**config.mk**
```make
export PLATFORM = sky130hd
export DESIGN_NAME = io_frame_sink
export DESIGN_NICKNAME = d
export VERILOG_FILES = /design/src/rtl/io_frame_sink.sv
export SDC_FILE = /design/constraint.sdc
export NUM_CORES = 1
export LEC_CHECK = 0
export CAP_MARGIN = 40
export CORE_MARGIN = 1.5
export CORE_UTILIZATION = 30
export CTS_BUF_LIST = sky130_fd_sc_hd__clkbuf_4 sky130_fd_sc_hd__clkbuf_8
export DETAILED_ROUTE_END_ITERATION = 6
export HOLD_SLACK_MARGIN = 0.02
export SLEW_MARGIN = 20
export SYNTH_ARGS = -nofsm -noshare
export SYNTH_HDL_FRONTEND = slang
export SYNTH_SLANG_ARGS = --single-unit
```
**constraint.sdc**
```tcl
create_clock -name clk_i -period 2.4 [get_ports clk_i]
set_input_delay 0.24 -clock clk_i [delete_from_list [all_inputs] [get_ports clk_i]]
set_output_delay 0.24 -clock clk_i [all_outputs]
set_load 0.05 [all_outputs]
```
**src/rtl/io_frame_sink.sv**
```systemverilog
// io_frame_sink: launches io_tx_controller, then re-presents its gapless byte stream as framed pixels (row/col, sof/eol/eof, done, err).
// Latency: tx_en one cycle after start; each tx_dout sample appears on pix_* one cycle later; done one cycle after the last pixel.
// Backpressure: none, the stream cannot be stalled; a tx_busy drop mid-frame aborts with sticky err. Checksum option: IO_FRAME_SINK_CKSUM_EN.
module io_frame_sink #(
    parameter int TX_LATENCY = 2
) (
    input  logic        clk_i,
    input  logic        rstn_i,
    input  logic        start_i,
    input  logic [7:0]  nrows_i,
    input  logic [7:0]  ncols_i,
    input  logic [7:0]  tx_dout_i,
    input  logic        tx_busy_i,
    output logic        tx_en_o,
    output logic        busy_o,
    output logic        pix_valid_o,
    output logic [7:0]  pix_data_o,
    output logic [7:0]  row_o,
    output logic [7:0]  col_o,
    output logic        sof_o,
    output logic        eol_o,
    output logic        eof_o,
    output logic        done_o,
    output logic        err_o,
    output logic [15:0] cksum_o
);

    typedef enum logic [2:0] {IDLE, LAUNCH, WAIT, STREAM, FIN} state_t;

    localparam logic [3:0] WAIT_LOAD = (TX_LATENCY > 1) ? 4'(TX_LATENCY - 2) : 4'd0;

    state_t      state_q;
    logic [7:0]  nrows_q, ncols_q;
    logic [7:0]  row_cnt_q, col_cnt_q;
    logic [3:0]  wait_q;
    logic        tx_en_q, busy_q, pix_valid_q, sof_q, eol_q, eof_q, done_q, err_q;
    logic [7:0]  pix_data_q, row_q, col_q;

    logic        accept;
    logic        row_end;
    logic        last_px;
    logic        emit;

    assign accept  = start_i && (nrows_i != 8'd0) && (ncols_i != 8'd0);
    assign row_end = (col_cnt_q == ncols_q - 8'd1);
    assign last_px = row_end && (row_cnt_q == nrows_q - 8'd1);
    // The final byte is taken even if tx_busy has already fallen with it.
    assign emit    = tx_busy_i || last_px;

    always_ff @(posedge clk_i or negedge rstn_i) begin
        if (!rstn_i) begin
            state_q     <= IDLE;
            nrows_q     <= 8'd0;
            ncols_q     <= 8'd0;
            row_cnt_q   <= 8'd0;
            col_cnt_q   <= 8'd0;
            wait_q      <= 4'd0;
            tx_en_q     <= 1'b0;
            busy_q      <= 1'b0;
            pix_valid_q <= 1'b0;
            pix_data_q  <= 8'd0;
            row_q       <= 8'd0;
            col_q       <= 8'd0;
            sof_q       <= 1'b0;
            eol_q       <= 1'b0;
            eof_q       <= 1'b0;
            done_q      <= 1'b0;
            err_q       <= 1'b0;
        end else begin
            tx_en_q     <= 1'b0;
            pix_valid_q <= 1'b0;
            sof_q       <= 1'b0;
            eol_q       <= 1'b0;
            eof_q       <= 1'b0;
            done_q      <= 1'b0;
            case (state_q)
                IDLE: begin
                    busy_q <= 1'b0;
                    if (start_i) begin
                        busy_q <= 1'b1;
                        if (accept) begin
                            nrows_q   <= nrows_i;
                            ncols_q   <= ncols_i;
                            row_cnt_q <= 8'd0;
                            col_cnt_q <= 8'd0;
                            err_q     <= 1'b0;
                            tx_en_q   <= 1'b1;
                            state_q   <= LAUNCH;
                        end else begin
                            state_q   <= FIN;
                        end
                    end
                end
                LAUNCH: begin
                    if (TX_LATENCY == 1) begin
                        state_q <= STREAM;
                    end else begin
                        wait_q  <= WAIT_LOAD;
                        state_q <= WAIT;
                    end
                end
                WAIT: begin
                    if (wait_q == 4'd0) state_q <= STREAM;
                    else                wait_q  <= wait_q - 4'd1;
                end
                STREAM: begin
                    if (!emit) begin
                        err_q   <= 1'b1;
                        state_q <= FIN;
                    end else begin
                        pix_valid_q <= 1'b1;
                        pix_data_q  <= tx_dout_i;
                        row_q       <= row_cnt_q;
                        col_q       <= col_cnt_q;
                        sof_q       <= (row_cnt_q == 8'd0) && (col_cnt_q == 8'd0);
                        eol_q       <= row_end;
                        eof_q       <= last_px;
                        if (row_end) begin
                            col_cnt_q <= 8'd0;
                            row_cnt_q <= row_cnt_q + 8'd1;
                        end else begin
                            col_cnt_q <= col_cnt_q + 8'd1;
                        end
                        if (last_px) state_q <= FIN;
                    end
                end
                FIN: begin
                    done_q  <= 1'b1;
                    state_q <= IDLE;
                end
                default: state_q <= IDLE;
            endcase
        end
    end

`ifdef IO_FRAME_SINK_CKSUM_EN
    logic [7:0] s1_q, s2_q, s1_d, s2_d;
    logic [8:0] s1_sum, s2_sum;
    logic       ck_clr, ck_upd;

    assign ck_clr = (state_q == IDLE) && accept;
    assign ck_upd = (state_q == STREAM) && emit;

    // Running sums stay in 0..254, so one conditional subtract is an exact mod 255.
    always_comb begin
        s1_sum = {1'b0, s1_q} + {1'b0, tx_dout_i};
        s1_d   = (s1_sum >= 9'd255) ? 8'(s1_sum - 9'd255) : s1_sum[7:0];
        s2_sum = {1'b0, s2_q} + {1'b0, s1_d};
        s2_d   = (s2_sum >= 9'd255) ? 8'(s2_sum - 9'd255) : s2_sum[7:0];
    end

    always_ff @(posedge clk_i or negedge rstn_i) begin
        if (!rstn_i) begin
            s1_q <= 8'd0;
            s2_q <= 8'd0;
        end else if (ck_clr) begin
            s1_q <= 8'd0;
            s2_q <= 8'd0;
        end else if (ck_upd) begin
            s1_q <= s1_d;
            s2_q <= s2_d;
        end
    end

    assign cksum_o = {s2_q, s1_q};
`else
    assign cksum_o = 16'h0000;
`endif

    assign tx_en_o     = tx_en_q;
    assign busy_o      = busy_q;
    assign pix_valid_o = pix_valid_q;
    assign pix_data_o  = pix_data_q;
    assign row_o       = row_q;
    assign col_o       = col_q;
    assign sof_o       = sof_q;
    assign eol_o       = eol_q;
    assign eof_o       = eof_q;
    assign done_o      = done_q;
    assign err_o       = err_q;

endmodule

```
==> summary.md, run 1 <==
| Metric | Value |
|---|---|
| Clock root cell | clkbuf_8 |
| Switching power | about 2600 uW |
| Top Ports | 76 |
| Status | finished with violations |
| Gr usage total | 0.147 |
| # rows | 40 |
| Clk_lat worst skew | ~0.34 ns |
| Power per cell area | 1100 nW/um^2 |
| Rel. slew slack | 0.517 |
| Warnings, synthesis | 0 |
| Mean Syn Cell Area | 10.0 um^2 |
| Register-to-Register Path Depth | 12 |
| DR vias | 3,132 |
| Synth area leader | dfrtp_1 |
| Core footprint | about 12,000 um^2 |
| DP Worst Slack | -0.185 ns |
| # port buffers | 59 |
| CP startpoint kind | flop |
| First-pass GRT wire length | 15,400 um |
| Final Max Tran Viols | 0 |
| Final net count | between 500 and 600 |
| Worst Tran Pin Value | just over 0.7 ns |
| H-tree levels | 3 |
| CP required | 2.63 ns |
| Initial Util | 0.312 |
| # DRC | 0 |
| Clock share of power | 0.150 |
| Pre-antenna DRT Iters | 4 |
| Placed cell area | ~4700 um^2 |
| Tmin final | 2.54 ns |
| Logic gate share of total power | 0.542 |
| Syn-to-layout area delta | 42.5% |
| Post-synth EDFFs | 0 |
| Synth async-reset ratio | 1.00 |
| Commonest cells in the netlist | dfrtp_1, nand2_1, mux2_1 |
| Total clock sinks | about 70 |
| Most used routing layer in global routing | met2 |
| Max-Cap Viols | 0 |
| Setup-failing EPs final | 37 |
| Reg2Reg Launch Point | nrows_q[0] |
| Post-synth top area share | 0.466 |
| Largest net degree at the start of global routing | roughly 70 |
| Final core occ | 0.444 |
| Worst Setup EP | col_o[7] |
| Synth Instances | 381 |
| Worst hold path type | in -> async |
| DP HPWL | 6630 um |
| Largest cells by area after synthesis | dfrtp_1, mux2_1, nand2_1 |
| Max rail drop VDD | roughly 0.5 mV |
| Internal Power | 3360 uW |
| WL/cell | 14.8 um |
| Seq pwr share | 0.308 |
| Slowest cell on crit path | dfrtp_1 |
| R2r setup slk | -0.14 ns |
| Share of layout cells above drive strength 1 | 0.276 |
| Synth Flop Type | dfrtp_1 |
| RePlAce Congestion | 0.784 |
| Netlist Area Pre-Place | 3810 um^2 |
| Failing checks | negative setup slack |
| Die X | 116 um |
| Clock Skew | between 0.009 and 0.01 ns |
| Kind of critical path | reg -> reg |
| Final hold vios | 0 |
| Pleak | 0.00240 uW |
| Fill cells | between 1,000 and 1,500 |
| Post-synth cell types | 56 |
| CTS tree | yes |
| CP Capture Type | flop |
| Cts bufs inserted | 9 |
| Met3 usage | 0.0298 |
| Worst Setup Slack, final | -0.140 ns |
| Met1 usage | 0.193 |
| Die span in y | 116 um |
| Seq cells post-synth | between 70 and 80 |
| WL final | 9740 um |
| Clock transition at path regs | 0.07 ns |
| Die ar. | 13,400 um^2 |
| Total power | 5970 uW |
| GRT overflow | 0 |
| Switch share | 0.437 |
| CP arrival | between 2 and 3 ns |
| Levels on crit path | 12 |
| Achievable Freq | 394 MHz |
| Antenna Diode Count | 0 |
| Critical Path Source | nrows_q[0] |
| Crit path max fanout | 7 |
| Via density | 4.76 |
| Final period utilization | 1.06 |
| Worst path cell trace | inv_2, ha_4, nand2b_4, o211a_1, o31a_1, buf_4, nor3_4, nand3_2, a21oi_4, buf_12, buf_12, mux2_4 |
| Critical path's most frequent cell | buf_12 |
| Clock Path Buffers | 2 |
| Delay of the slowest critical-path stage | 0.40 ns |
| Crit path max-delay family | compound AO/OA/AOI/OAI gates |
| Bufs and invs on worst path | 4 |
| Detail Route Antenna Nets | 0 |
| Met2 global-route usage | 0.246 |
| DR iter-0 viols | approximately 210 |
| Seq/Total Area, Yosys | 0.466 |
| Number of global-route vias before repair | 3,113 |
| Most numerous cell in the Yosys netlist | dfrtp_1 |
| RSZ-0062 raised after global routing | yes |
| Crit Reg-Reg Endpoint | col_o[7] |
| Initial antenna violation count | 0 |
| Final Cell Area | between 5000 and 6000 um^2 |
logic make-up after synthesis:
kind of cell	Yosys count	share of synthesized area
compound gates	66	0.110
xor+xnor	19	0.0437
other cells	1	0.000984
simple gates	137	0.196
fa+ha+maj	8	0.0259
buf+inv	49	0.0693
flops	71	0.466
mux	30	0.0870
per-stage QoR:
stage | instances | TNS, ns | hold WS [ns]
floorplan | 396 | 0 | -0.0556
global placement | 627 | -2.50 | 0.303
detailed placement | 627 | -4.66 | 0.304
CTS | 656 | -3.33 | 0.448
global route | 658 | -7.18 | 0.480
finish | 658 | -3.61 | 0.452
tightest hold or removal path, stage by stage:
cell and delay (ns):
dlygate4sd3_1 0.52, buf_2 0.12, buf_12 0.32
worst min path at each step:
stage / slack [ns] / end / cells past startpoint
2_1_floorplan: -0.06 / busy_o / 0
3_3_place_gp: 0.30 / tx_en_o / 2
3_5_place_dp: 0.30 / tx_en_o / 2
4_1_cts: 0.45 / ncols_q[6] / 3
5_1_grt: 0.48 / ncols_q[6] / 3
6_report: 0.45 / tx_en_o / 3
routing by layer:
| layer | vias up | wire length [um] |
|---|---|---|
| li1 | 1512 | - |
| met4 | 0 | 153 |
| met1 | 1534 | 4390 |
| met3 | 13 | 357 |
| met5 | - | 0 |
| met2 | 73 | 4840 |
power by group through the flow:
stage | combinational, uW | clock [uW] | sequential, uW
after global placement | 2620 | 0 | 1830
after CTS | 2990 | 912 | 1830
final | 3230 | 897 | 1840
after floorplan | 1390 | 0 | 2290
after global routing | 3490 | 960 | 1890
after detailed placement | 2670 | 0 | 1840
area by class of cell:
type / count / area, um^2 / area share
inverter: 19 / 71.3 / 0.0131
clock inverter: 5 / 31.3 / 0.00576
timing repair buffer: 108 / 1030 / 0.190
sequential: 71 / 1780 / 0.327
multi-input combinational: 276 / 2160 / 0.397
tap: 168 / 210 / 0.0387
clock buffer: 11 / 151 / 0.0279
cells in the final DEF (no fill, tap or decap), types with 4 or more instances in the layout:
cell,count
a21o_1,4
a21oi_1,9
a21oi_2,5
a21oi_4,5
buf_12,5
buf_4,38
buf_6,4
clkbuf_8,11
clkdlybuf4s50_1,58
conb_1,16
dfrtp_1,71
ha_1,5
inv_1,15
inv_2,4
mux2_4,24
mux2i_1,5
nand2_1,50
nand2b_1,7
nand3_1,10
nand4_1,7
nor2_1,14
nor3_1,5
nor4_1,4
o21ai_0,16
o21ai_1,4
o22ai_1,4
or4_1,4
or4_4,4
xnor2_1,10
xor2_1,9
flip-flops by register name (all words and copies together), names as in the netlist:
register / cells
tx_en_o: 1
done_o: 1
col_o: 8
nrows_q: 8
state_q: 3
wait_q: 4
eof_o: 1
ncols_q: 8
col_cnt_q: 8
row_o: 8
err_o: 1
row_cnt_q: 8
busy_o: 1
pix_valid_o: 1
sof_o: 1
pix_data_o: 8
eol_o: 1
repair_timing:
action | in CTS | in global routing
cloned | 3 | 0
pin swaps | 8 | 17
buffers inserted | 9 | 3
hold buffers | 1 | 0
setup endpoints to repair | 36 | 43
hold endpoints to repair | 71 | 0
gates resized for setup | 38 | 48
(Power assumes the default switching activity.)
==> inputs of run 2 (changes only) <==
clock period = 3.1 ns   (was 2.4 ns; I/O delays follow)
==> summary.md, run 2 (same netlist as run 1, synthesis figures left out) <==
| Metric | Value |
|---|---|
| Final net count | 479 |
| Clock root cell | clkbuf_8 |
| Largest net degree at the start of global routing | 39 |
| WL final | 8740 um |
| Clock Path Buffers | 2 |
| Status | complete, no violations |
| R2r setup slk | 0.40 ns |
| Top Ports | 76 |
| Most frequent cells in the layout | dfrtp_1, clkdlybuf4s50_1, nand2_1 |
| CP Capture Type | flop |
| Syn-to-layout area delta | 25.2% |
| Post-CTS setup buffers | 0 |
| Die ar. | approximately 13,000 um^2 |
| Initial Util | 0.312 |
| Pre-antenna DRT Iters | 4 |
| Setup-failing EPs final | 0 |
| Worst Tran Pin Value | 0.709 ns |
| H-tree levels | 3 |
| Most common cell after layout, fill and taps aside | dfrtp_1 |
| CP required | 3.34 ns |
| Pleak | 0.00213 uW |
| # DRC | 0 |
| Max-Cap Viols | 0 |
| Final period utilization | 0.871 |
| CP startpoint kind | flop |
| RePlAce Congestion | 0.834 |
| Worst hold path type | reg -> reg |
| Setup TNS | 0 ns |
| Kind of critical path | reg -> reg |
| Antenna Diode Count | 0 |
| Crit path max fanout | 28 |
| Tmin final | 2.70 ns |
| Die span in y | roughly 120 um |
| DR iter-0 viols | 139 |
| Share of layout cells above drive strength 1 | 0.0891 |
| First-pass GRT wire length | 14,300 um |
| WL/cell | 14.2 um |
| Via density | 4.83 |
| Power per cell area | 872 nW/um^2 |
| Rel. slew slack | 0.527 |
| DP HPWL | 6360 um |
| Core footprint | 12,200 um^2 |
| DR vias | 2,983 |
| # rows | 40 |
| CP arrival | slightly below 3 ns |
| RSZ-0062 raised after global routing | no |
| Die X | about 120 um |
| Number of global-route vias before repair | 2,930 |
| Achievable Freq | 370 MHz |
| Gr usage total | 0.136 |
| Total power | 4160 uW |
| GRT overflow | 0 |
| Final Max Tran Viols | 0 |
| Clk_lat worst skew | ~0.36 ns |
| Cts bufs inserted | 9 |
| Clock Skew | 0.0104 ns |
| CTS tree | yes |
| Max rail drop VDD | 0.385 mV |
| Initial antenna violation count | 0 |
| Detail Route Antenna Nets | 0 |
| Total clock sinks | 71 |
| Clock transition at path regs | 0.08 ns |
| Final hold vios | 0 |
| # port buffers | 59 |
run 2: changes by cell type in the layout (fill, tap and decap cells not counted), sizes merged:
cell / change
buf: -41
bufinv: +1
clkbuf: -1
run 2: worst paths after layout:
check | cells past startpoint | endpoint | startpoint
worst max-delay path | 10 | row_o[7] | nrows_q[0]
worst min-delay path | 1 | pix_data_o[3] | pix_data_o[3]
worst max register to register | 10 | row_o[7] | nrows_q[0]
worst min register to register | 1 | pix_data_o[3] | pix_data_o[3]
max in group asynchronous | 4 | ncols_q[4] | rstn_i
min in group asynchronous | 3 | pix_data_o[3] | rstn_i
run 2: power breakdown:
part	internal [uW]	switching [uW]
registers	1170	262
logic	753	1200
clock network	397	376
total	2320	1840
run 2: worst max-delay path: stages, from the launching register on:
cell      delay (ns)
dfrtp_1         0.44
inv_1           0.08
ha_1            0.25
nand2b_1        0.18
o211a_1         0.13
o31a_1          0.36
nor3_2          0.14
nand3_1         0.19
a21oi_4         0.23
buf_12          0.21
mux2_1          0.34
run 2: cell type report:
class | count | area (um^2)
repair buffers | 67 | 673
multi-input cells | 276 | 1830
clock buffers | 10 | 138
inverters | 19 | 71.3
fillers | 1240 | 7440
flip-flops and latches | 71 | 1780
clock inverters | 6 | 68.8
well taps | 168 | 210
run 2: per-stage QoR:
stage / instance area [um^2] / std cells / setup slack [ns] / hold slack [ns] / utilization
detailed placement: 4550 / 600 / 0.396 / 0.394 / 0.373
floorplan: 3870 / 396 / 0.647 / 0.0144 / -
global placement: 4530 / 599 / 0.444 / 0.466 / 0.371
finish: 4770 / 617 / 0.401 / 0.486 / 0.391
CTS: 4770 / 617 / 0.382 / 0.494 / 0.391
global route: 4770 / 617 / 0.153 / 0.510 / 0.391
run 2: repair_timing:
item,CTS,global route
gates resized for setup,0,0
hold endpoints to repair,34,0
hold buffers,1,0
run 2: metal layers:
metal  part of all wire  vias up  global-route usage
met4              0.013        0              0.0423
met2               0.48       87               0.226
met3              0.041       11              0.0371
met5                  0        -                   0
met1               0.46     1456               0.174
li1                   -     1429                   -
